## src/rtl/dec_pkg.sv

```systemverilog
// rtl/dec_pkg.sv - shared constants and width helper for the decoder/sequencer
// Contents:
//   MODO_DIRECTO / MODO_PASO : encodings of the modo input
//   ancho_sal(n)             : one-hot output width, 2**n
package dec_pkg;

  localparam logic MODO_DIRECTO = 1'b0;
  localparam logic MODO_PASO    = 1'b1;

  function automatic int ancho_sal(input int n);
    return 1 << n;
  endfunction

endpackage

```

## src/rtl/decodificador_n.sv

```systemverilog
// rtl/decodificador_n.sv - combinational N-to-2**N one-hot decoder with enable
// Ports:
//   ent : N-bit select value
//   ena : when 0 the output is all-zero
//   sal : 2**N-bit one-hot decode of ent
module decodificador_n
  import dec_pkg::*;
#(
  parameter int N = 3
) (
  input  logic [N-1:0]              ent,
  input  logic                      ena,
  output logic [ancho_sal(N)-1:0]   sal
);

  always_comb begin
    sal = '0;
    if (ena) begin
      sal[ent] = 1'b1;
    end
  end

endmodule

```

## src/rtl/dec_secuenciador.sv

```systemverilog
// rtl/dec_secuenciador.sv - registered one-hot decoder / stepping sequencer
// Ports:
//   clk, rst_n : rising-edge clock, asynchronous active-low reset
//   ena        : enable; 0 holds the state and forces sal to zero
//   modo       : MODO_DIRECTO registers a decode of ent, MODO_PASO steps the state
//   carga      : synchronous load of ent into the state (highest priority)
//   ent        : select value (DIRECTO) or load value (carga)
//   ultimo     : last state of the PASO sequence
//   sal        : registered one-hot decode of the state
//   estado     : current state
//   fin        : one-cycle pulse after a PASO wrap at ultimo
module dec_secuenciador
  import dec_pkg::*;
#(
  parameter int N = 3
) (
  input  logic                      clk,
  input  logic                      rst_n,
  input  logic                      ena,
  input  logic                      modo,
  input  logic                      carga,
  input  logic [N-1:0]              ent,
  input  logic [N-1:0]              ultimo,
  output logic [ancho_sal(N)-1:0]   sal,
  output logic [N-1:0]              estado,
  output logic                      fin
);

  localparam logic [N-1:0] TODO_UNOS = {N{1'b1}};

  logic [N-1:0]            estado_sig;
  logic                    fin_sig;
  logic [ancho_sal(N)-1:0] sal_sig;

  // Next-state priority: carga, then hold when disabled, then mode.
  // The ultimo comparison comes before the all-ones test so that
  // ultimo == all-ones still produces a fin pulse on its wrap.
  always_comb begin
    estado_sig = estado;
    fin_sig    = 1'b0;
    if (carga) begin
      estado_sig = ent;
    end else if (!ena) begin
      estado_sig = estado;
    end else if (modo == MODO_DIRECTO) begin
      estado_sig = ent;
    end else if (estado == ultimo) begin
      estado_sig = '0;
      fin_sig    = 1'b1;
    end else if (estado == TODO_UNOS) begin
      estado_sig = '0;
    end else begin
      estado_sig = estado + 1'b1;
    end
  end

  // Decode the next state so sal and estado change on the same edge.
  decodificador_n #(.N(N)) u_dec (
    .ent (estado_sig),
    .ena (ena),
    .sal (sal_sig)
  );

  always_ff @(posedge clk or negedge rst_n) begin
    if (!rst_n) begin
      estado <= '0;
      fin    <= 1'b0;
      sal    <= '0;
    end else begin
      estado <= estado_sig;
      fin    <= fin_sig;
      sal    <= sal_sig;
    end
  end

endmodule

```

## config.mk

```make
export PLATFORM = sky130hd
export DESIGN_NAME = dec_secuenciador
export DESIGN_NICKNAME = d
export VERILOG_FILES = /design/src/rtl/dec_pkg.sv /design/src/rtl/decodificador_n.sv /design/src/rtl/dec_secuenciador.sv
export SDC_FILE = /design/constraint.sdc
export NUM_CORES = 1
export LEC_CHECK = 0
export CORE_MARGIN = 2
export CORE_UTILIZATION = 44
export CTS_BUF_LIST = sky130_fd_sc_hd__clkbuf_16
export CTS_CLUSTER_DIAMETER = 60
export DETAILED_ROUTE_END_ITERATION = 8
export GPL_TIMING_DRIVEN = 0
export PLACE_DENSITY = 0.81
export SLEW_MARGIN = 10
export SYNTH_ARGS = -nofsm -noshare
export SYNTH_HDL_FRONTEND = slang
export SYNTH_SLANG_ARGS = --single-unit
```

## constraint.sdc

```tcl
create_clock -name clk -period 3.6 [get_ports clk]
set_input_delay 0.36 -clock clk [delete_from_list [all_inputs] [get_ports clk]]
set_output_delay 0.36 -clock clk [all_outputs]
set_load 0.02 [all_outputs]
```

==> flow_metrics.py, run 1 <==
metrics = {
    "run_status": {
        "run_status": "finished, final reports clean",
    },
    "global_route": {
        "grt.total_usage": 0.224,
        "grt_max_degree": 13,
        "grt-ovfl-total": 0,
        "antenna_found_initial": 0,
        "grt_pass1_vias": 454,
        "grt_pass1_wl_um": 2240,
    },
    "power_and_ir_drop": {
        "power.leakage_nw": 0.386,
        "peakVddDrop_mv": 0.307,
        "powerDensity_nw_per_um2": 494,
    },
    "routing": {
        "drtIter0Drc": 13,
        "wl_per_cell_um": 15.5,
        "num_vias": 472,
        "vias_per_cell": 5.36,
        "drtAntennaViolNets": 0,
        "drt_pass1_iterations": 4,
        "drc": 0,
        "wl_um": 1360,
    },
    "worst_hold_path": {
        "hold_class": "input port to asynchronous set/reset pin",
    },
    "final_layout": {
        "syn_to_final_growth_pct": 54.0,
        "fin_nets": 88,
        "layout-drive-gt1-share": 0.137,
        "n_antenna_cell": 0,
        "nFillCells": 104,
        "final_cell_mix": "22 x clkdlybuf4s50_1, 12 x dfrtp_1, 8 x nor3_1",
        "final_area_um2": 896,
        "final_common_cell": "clkdlybuf4s50_1",
    },
    "synth": {
        "netlist_top_cells_area": "dfrtp_1 52%, a221oi_4 9.0%, nor3_1 6.9%",
        "yosysSeqAreaShare": 0.516,
        "yosys_warnings": 0,
        "synth-seq-cells": 12,
        "synth_area_um2": 582,
        "synth_top_area_cell": "dfrtp_1",
        "synth.distinct_cells": 21,
        "synth_top_area_share": 0.516,
        "synthesis.nets": 61,
        "syn_area_per_cell_um2": 12.1,
        "syn_inst": 48,
    },
    "clock_tree": {
        "clockBufferDepth": 2,
        "ctsRootBufferMaster": "clkbuf_16",
        "cts_htree_levels": 1,
        "cts_resized": 0,
        "cts_tree": "built",
        "numCtsBuffers": 3,
        "path_clk_slew_ps": 40,
        "clk_latency_ps": 230,
        "postCtsHoldBufs": 0,
        "cts.sinks": 12,
        "postCtsSetupBuffers": 0,
    },
    "setup_path": {
        "cp_num_cells": 6,
        "max_stage_delay_ps": 410,
        "worstPathRequired_ps": 3740,
        "cp_max_fo": 5,
        "crit_type": "input port to flop",
        "crit_path_end_kind": "flop",
        "path_cells": "clkdlybuf4s50_1 > xnor2_1 > a31oi_2 > a221oi_4 > inv_2 > nor3_1",
        "critical-path-top-delay-family": "compound AO/OA/AOI/OAI gates",
        "slowest_stage": "clkdlybuf4s50_1",
        "ff2ff_path_depth": 5,
        "r2r_start": "estado[0]",
        "cp-start-kind": "input port",
        "path_buf_inv": 2,
        "cp-startpoint": "ultimo[2]",
        "cp.arrival_ps": 2000,
    },
    "timing": {
        "fin_crit_sh": 0.517,
        "tightest_slew_ps": 521,
        "tns_ps": 0,
        "max_freq_mhz": 538,
        "relSlewSlack": 0.652,
        "setup_slack_ps": 1740,
        "setup_viol": 0,
        "rsz0062_at_grt": "false",
        "fin_skew_ps": 0.815,
        "hold_viol_final": 0,
        "min_period_ps": 1860,
        "drv_slew": 0,
    },
    "die": {
        "initial_core_util": 0.459,
        "fp.dieH_um": 40.4,
        "core_um2": 1270,
        "fp.dieW_um": 40.4,
        "dieArea_um2": 1630,
        "ios": 23,
        "rows": 13,
    },
    "placed_design": {
        "place_congestion": 0.739,
        "dpl.hpwl_um": 1020,
        "placed_area_um2": 821,
        "place_ws_ps": 1550,
        "io_buffers": 22,
    },
    "flow_run": {
        "max_cap_viol_count": 0,
    },
}
worst paths after layout:
check                       endpoint  slack [ps]
min reg2reg                estado[1]         680
max reg2reg                   sal[3]        1780
min                           sal[4]         470
max in group asynchronous     sal[5]        2790
min in group clk           estado[1]         680
max                           sal[3]        1740
logic make-up (layout without fill, tap and decap cells):
group	Yosys count	count (layout)	synth area share
DFF	12	12	0.516
buffers and inverters	5	30	0.0323
AOI/OAI and AO/OA	9	9	0.200
adders and majority gates	2	2	0.0430
and+or+nand+nor	17	17	0.151
xor gates and xnor gates	3	3	0.0581
power by group:
group | leakage (nW) | switching [mW] | internal, mW
clock | 0.0370 | 0.0496 | 0.144
sequential | 0.160 | 0.00749 | 0.144
combinational | 0.190 | 0.0524 | 0.0453
layer usage:
layer  share of wire  GRT usage  vias to the layer above
met5               0          0                        -
met4          0.0088     0.0750                        0
met3           0.055     0.0667                        2
met2            0.52      0.369                       15
met1            0.41      0.277                      229
li1                -          -                      226
Yosys cell counts:
| cell | count |
|---|---|
| a211o_1 | 1 |
| a31oi_1 | 1 |
| nor3_1 | 8 |
| inv_1 | 3 |
| o21bai_1 | 1 |
| a32o_1 | 1 |
| nand2b_1 | 1 |
| a311oi_1 | 1 |
| nor2_1 | 4 |
| xnor2_2 | 1 |
| xnor2_1 | 2 |
| a31oi_2 | 1 |
| and2_2 | 1 |
| nand3b_1 | 1 |
| and2_1 | 1 |
| ha_1 | 2 |
| nand3_1 | 1 |
| inv_2 | 2 |
| dfrtp_1 | 12 |
| a221oi_4 | 2 |
| a221o_1 | 1 |
area by class of cell:
type | instances | area [um2] | share of cell area
sequential | 12 | 300 | 0.335
multi-input combinational | 31 | 263 | 0.293
timing repair buffer | 22 | 220 | 0.246
clock buffer | 3 | 75.1 | 0.0838
inverter | 5 | 18.8 | 0.0209
tap | 15 | 18.8 | 0.0209
worst register-to-register path, cell delays in order, from the launching register on:
cell,delay (ps)
dfrtp_1,450
ha_1,260
ha_1,330
a221oi_4,370
inv_2,110
nor3_1,220
sequential cells by signal, summed over array words and instances, names as in the netlist:
signal / cells
fin: 1
sal: 8
estado: 3
metrics by stage:
stage | power, mW | utilization | hold slack (ps) | cells
3_3_place_gp | 0.245 | 0.647 | 670 | 85
3_5_place_dp | 0.248 | 0.647 | 668 | 85
4_1_cts | 0.445 | 0.706 | 484 | 88
2_1_floorplan | 0.206 | - | 64.4 | 48
6_report | 0.443 | 0.706 | 471 | 88
5_1_grt | 0.462 | 0.706 | 518 | 88
No activity file was read; power rests on OpenSTA's default activity.
==> run 2: changes to the inputs <==
--- a/config.mk
+++ b/config.mk
@@ -6,12 +6,12 @@
 export NUM_CORES = 1
 export LEC_CHECK = 0
 export CORE_MARGIN = 2
-export CORE_UTILIZATION = 44
+export CORE_UTILIZATION = 41
 export CTS_BUF_LIST = sky130_fd_sc_hd__clkbuf_16
 export CTS_CLUSTER_DIAMETER = 60
 export DETAILED_ROUTE_END_ITERATION = 8
 export GPL_TIMING_DRIVEN = 0
-export PLACE_DENSITY = 0.81
+export PLACE_DENSITY = 0.76
 export SLEW_MARGIN = 10
 export SYNTH_ARGS = -nofsm -noshare
 export SYNTH_HDL_FRONTEND = slang
==> constraint.sdc (replaced) <==
create_clock -name clk -period 1.9 [get_ports clk]
set_input_delay 0.19 -clock clk [delete_from_list [all_inputs] [get_ports clk]]
set_output_delay 0.19 -clock clk [all_outputs]
set_load 0.02 [all_outputs]
==> flow_metrics.py, run 2 (synthesis gave the netlist of run 1 again) <==
metrics = {
    "setup_path": {
        "slowest_stage": "dfrtp_1",
        "cp-start-kind": "flop",
        "cp_max_fo": 5,
        "cp-startpoint": "estado[0]",
        "max_stage_delay_ps": 440,
        "path_buf_inv": 1,
        "crit_path_end_kind": "flop",
        "path_cells": "ha_1 > ha_1 > a221oi_4 > inv_2 > nor3_1",
        "worstPathRequired_ps": 2040,
        "r2r_start": "estado[0]",
        "critical-path-top-delay-family": "adder cells",
        "crit_type": "flop to flop",
        "cp.arrival_ps": 1920,
        "reg2reg_setup_slack_ps": 120,
        "path_common_cell": "ha_1",
    },
    "flow_run": {
        "max_cap_viol_count": 0,
    },
    "timing": {
        "fin_skew_ps": 3.75,
        "hold_viol_final": 0,
        "drv_slew": 0,
        "rsz0062_at_grt": "false",
        "max_freq_mhz": 561,
        "tns_ps": 0,
        "setup_viol": 0,
        "relSlewSlack": 0.666,
        "tightest_slew_ps": 500,
        "fin_crit_sh": 0.938,
        "min_period_ps": 1780,
    },
    "placed_design": {
        "placed_area_um2": 821,
        "dpl.hpwl_um": 871,
        "io_buffers": 22,
        "place_congestion": 0.814,
    },
    "die": {
        "initial_core_util": 0.442,
        "fp.dieH_um": 41.7,
        "core_um2": 1320,
        "ios": 23,
        "rows": 13,
        "fp.dieW_um": 41.7,
        "dieArea_um2": 1740,
    },
    "routing": {
        "drtAntennaViolNets": 0,
        "drtIter0Drc": 16,
        "wl_per_cell_um": 13.1,
        "drt_pass1_iterations": 4,
        "wl_um": 1150,
        "vias_per_cell": 5.24,
        "drc": 0,
        "num_vias": 461,
    },
    "final_layout": {
        "fin_nets": 88,
        "n_antenna_cell": 0,
        "regMostFlops": "sal",
        "largestRegisters": "sal (8), estado (3), fin (1)",
        "layout-drive-gt1-share": 0.137,
        "nFillCells": 100,
        "final_area_um2": 896,
        "final_cell_mix": "22 x clkdlybuf4s50_1, 12 x dfrtp_1, 8 x nor3_1",
        "final_common_cell": "clkdlybuf4s50_1",
        "largest_reg_flops": 8,
        "syn_to_final_growth_pct": 54.0,
    },
    "clock_tree": {
        "cts_htree_levels": 1,
        "ctsRootBufferMaster": "clkbuf_16",
        "postCtsSetupBuffers": 0,
        "cts.sinks": 12,
        "clockBufferDepth": 2,
        "numCtsBuffers": 3,
        "cts_tree": "built",
        "path_clk_slew_ps": 40,
        "clk_latency_ps": 240,
        "cts_resized": 0,
        "postCtsHoldBufs": 0,
    },
    "power_and_ir_drop": {
        "power.leakage_nw": 0.386,
        "powerDensity_nw_per_um2": 929,
        "peakVddDrop_mv": 0.699,
    },
    "run_status": {
        "run_status": "finished, final reports clean",
    },
    "global_route": {
        "antenna_found_initial": 0,
        "grt_pass1_vias": 402,
        "grt.total_usage": 0.150,
        "grt_pass1_wl_um": 1830,
        "grt_max_degree": 13,
        "grt-ovfl-total": 0,
    },
    "worst_hold_path": {
        "hold_class": "input port to asynchronous set/reset pin",
    },
}
## run 2: cell counts in the layout (fill, tap and decap cells not counted)
No cell type changed its count.
## run 2: cell type report
cell class / count / area [um2] / area share
Inverter: 5 / 18.8 / 0.0209
Timing Repair Buffer: 22 / 220 / 0.246
Sequential cell: 12 / 300 / 0.335
Clock buffer: 3 / 75.1 / 0.0838
Multi-Input combinational cell: 31 / 263 / 0.293
Tap cell: 15 / 18.8 / 0.0209
## run 2: through the flow
stage / setup slack, ps / hold slack [ps] / power, mW / std cells / utilization
2_1_floorplan: 214 / -106 / 0.390 / 48 / -
3_3_place_gp: 61.6 / 551 / 0.465 / 85 / 0.623
3_5_place_dp: 44.3 / 556 / 0.468 / 85 / 0.623
4_1_cts: 137 / 304 / 0.846 / 88 / 0.680
5_1_grt: 13.6 / 341 / 0.875 / 88 / 0.680
6_report: 118 / 292 / 0.833 / 88 / 0.680
## run 2: path summary, 6_finish.rpt
check,end,cells after the start
min in group clk,estado[1],2
worst max-delay path,sal[3],5
worst min-delay path,sal[3],1
worst max register to register,sal[3],5
max in group asynchronous,estado[2],1
worst min register to register,estado[1],2
## run 2: where the power goes
group	internal (mW)	switching, mW
clock	0.273	0.0957
sequential	0.273	0.0133
combinational	0.0846	0.0934
total	0.630	0.202
## run 2: per-layer routing
metal / global-route usage / up-vias / part of all wire
met4: 0.0968 / 0 / 0.027
met3: 0.0696 / 4 / 0.067
met1: 0.175 / 208 / 0.43
met5: 0 / - / 0
li1: - / 229 / -
met2: 0.219 / 20 / 0.48
==> patch (flow settings as in run 1) <==
`N` is set to 3 in 2 places; all go to 6.
--- a/src/rtl/decodificador_n.sv
+++ b/src/rtl/decodificador_n.sv
@@ -7,5 +7,5 @@
   import dec_pkg::*;
 #(
-  parameter int N = 3
+  parameter int N = 6
 ) (
   input  logic [N-1:0]              ent,
--- a/src/rtl/dec_secuenciador.sv
+++ b/src/rtl/dec_secuenciador.sv
@@ -13,5 +13,5 @@
   import dec_pkg::*;
 #(
-  parameter int N = 3
+  parameter int N = 6
 ) (
   input  logic                      clk,
Interface: changed (resized ent, estado, sal and ultimo); port bits go from 23 to 88. No check against the original RTL was run, so the function may have changed too.
==> patch against run 1 <==
  * Clock skew rose by 0.0060 ns
  * First-iteration DRC count rose to 9.0 times the old value
  * Routed wire length rose to 5.2 times the old value
  * Die area rose to 4.3 times the old value
  * Cell area rose to 4.5 times the old value
  * Fmax fell by 28%
  * Count of clock-buffer cells in the layout rose by 6
  * Worst setup slack got worse by 0.71 ns
  * Final cell count rose to 4.8 times the old value
  * Sequential cell count rose by 59
  * Total power rose to 4.3 times the old value
  * Sequential power rose to 5.5 times the old value
  * Synthesized area rose to 4.8 times the old value
  * Critical path type unchanged
  * Largest cell class unchanged
  * Highest routed layer unchanged
==> patch: results (changes against run 1) <==
Final layout
  • Final net count: 363 (was 88)
  • Layout cells sized above 1: 8.57% (was 13.7%)
  • Regs by FF count: sal: 64 flops, estado: 6 flops, fin: 1 flops (was sal: 8 flops, estado: 3 flops, fin: 1 flops)
  • # diodes: 0 (unchanged)

Timing
  • Relative slew slack: 56.8% (was 65.2%)
  • Fin. Hold Viols: 0 (unchanged)
  • Fin Clk Skew: 0.00679 ns (was 0.000815 ns)

Synth
  • Synth top cells by count: 71 x dfrtp_1, 40 x nor2_1, 29 x nor3_1, 11 x nand2_1 (was 12 x dfrtp_1, 8 x nor3_1, 4 x nor2_1, 3 x inv_1)
  • Ranking of synthesized cells by area: dfrtp_1 64%, nor2_1 5.4%, nor3_1 5.2%, nand3_1 1.6%, xnor2_1 1.6% (was dfrtp_1 52%, a221oi_4 9.0%, nor3_1 6.9%, ha_1 4.3%, xnor2_1 3.0%)
  • Register area share after synthesis: 64.1% (was 51.6%)
  • Mapped Nets: 265 (was 61)
  • Post-synthesis cell type count: 46 (was 21)
  • Post-synth ARST share: 100% (unchanged)
  • YS warnings: 0 (unchanged)

Pwr
  • Worst vdd ir: 329 uV (was 307 uV)
  • Leakage: 1.74 nW (was 0.386 nW)

Global route
  • Total GRT Usage: 22.1% (was 22.4%)
  • First-pass GRT wire length: 12000 um (was 2240 um)
  • Largest net degree at the start of global routing: 53 (was 13)
  • Vias in the first global route: 2353 (was 454)

Placed design
  • Post-DP HPWL: 4790 um (was 1020 um)
  • Number of buffers added on ports: 85 (was 22)
  • DP Worst Slack: 0.708 ns (was 1.55 ns)
  • Gp weighted congestion: 0.853 (was 0.739)
  • Cell Area, Placed: 3740 um2 (was 821 um2)

Clocking
  • Clock Path Buffers: 2 (unchanged)
  • CTS root buf: clkbuf_16 (unchanged)
  • Post-CTS Hold Buffers: 1 (was 0)
  • Num CTS Buffers: 9 (was 3)
  • Postcts setup bufs: 0 (unchanged)
  • H-tree depth: 3 (was 1)
  • Clock transition at the registers of the reported paths: 0.06 ns (was 0.04 ns)
  • Worst-skew pair later-pin latency: 0.33 ns (was 0.23 ns)
  • Resize count post-CTS: 0 (unchanged)

Status
  • Status: finished, final reports clean (unchanged)

Route
  • 1st-iter DRT viols: 117 (was 13)
  • Vias per inst: 5.51 (was 5.36)
  • WL/cell: 16.6 um (was 15.5 um)

Setup path
  • Crit Path Max Fanout: 10 (was 5)
  • Arrival time worst endpoint: 2.77 ns (was 2.00 ns)
==> patch: cell types whose count changed in the layout (fill, tap and decap cells not counted), sizes merged, moves of 5 or more <==
cell,run 1,this run
or3,0,5
clkbuf,3,18
nor2,4,40
buf,0,9
nand2,0,11
dfrtp,12,71
nor3,8,31
nand3,1,10
clkdlybuf4s50,22,84
==> patch: area by class of cell <==
class,count,area (um2)
fill,453,1970
sequential,71,1780
multi-input combinational,155,896
timing repair buffer,87,886
clock buffer,9,225
tap,75,93.8
buffer,16,80.1
clock inverter,7,47.5
inverter,5,18.8
==> patch: path summary, 6_finish.rpt <==
kind	startpoint	to	slack (ns)	depth (start not counted)
setup / recovery	modo	sal[55]$_DFF_PN0_	1.03	10
hold / removal	rst_n	sal[62]$_DFF_PN0_	0.45	2
setup reg to reg	estado[2]$_DFF_PN0_	sal[8]$_DFF_PN0_	1.04	6
hold reg to reg	estado[0]$_DFF_PN0_	estado[0]$_DFF_PN0_	0.69	1
max in group asynchronous	rst_n	sal[50]$_DFF_PN0_	2.63	3
min in group clk	ena	fin$_DFF_PN0_	0.46	3
==> patch: power by group <==
part	internal [mW]	switching, mW	total (mW)	leakage, nW
logic	0.100	0.177	0.277	0.628
clock network	0.465	0.344	0.809	0.132
registers	0.815	0.0146	0.829	0.978
==> patch: logic make-up (layout without fill, tap and decap cells) <==
family,Yosys count,count (layout),synth area share [%]
AO/OA/AOI/OAI,33,33,9.17
flip-flops,71,71,64.1
XOR/XNOR,7,7,2.21
buffers and inverters,21,124,3.57
AND/OR/NAND/NOR,112,112,19.7
adder cells (fa/ha/maj),1,1,0.451
multiplexers,2,2,0.767
==> patch: worst max-delay path: stages <==
cell and delay [ns]:
clkdlybuf4s50_1 0.49, inv_1 0.13, a21o_1 0.11, clkbuf_1 0.36, a22oi_1 0.19, o31ai_1 0.13, nand2b_1 0.14, clkbuf_1 0.28
clkbuf_1 0.46, nor2_1 0.11
==> patch: layer usage <==
metal | up-vias | part of all wire [%] | global-route usage, %
li1 | 1056 | - | -
met2 | 118 | 49 | 35.2
met1 | 1153 | 43 | 28.2
met4 | 0 | 1.9 | 10.7
met5 | - | 0 | 0
met3 | 13 | 6.6 | 5.47
==> patch: per-stage QoR <==
stage / std cells / util, % / total power, mW
detailed placement: 408 / 62.4 / 1.12
global placement: 407 / 62.0 / 1.11
finish: 425 / 67.2 / 1.92
global route: 425 / 67.2 / 1.99
floorplan: 247 / - / 0.999
CTS: 425 / 67.2 / 1.92
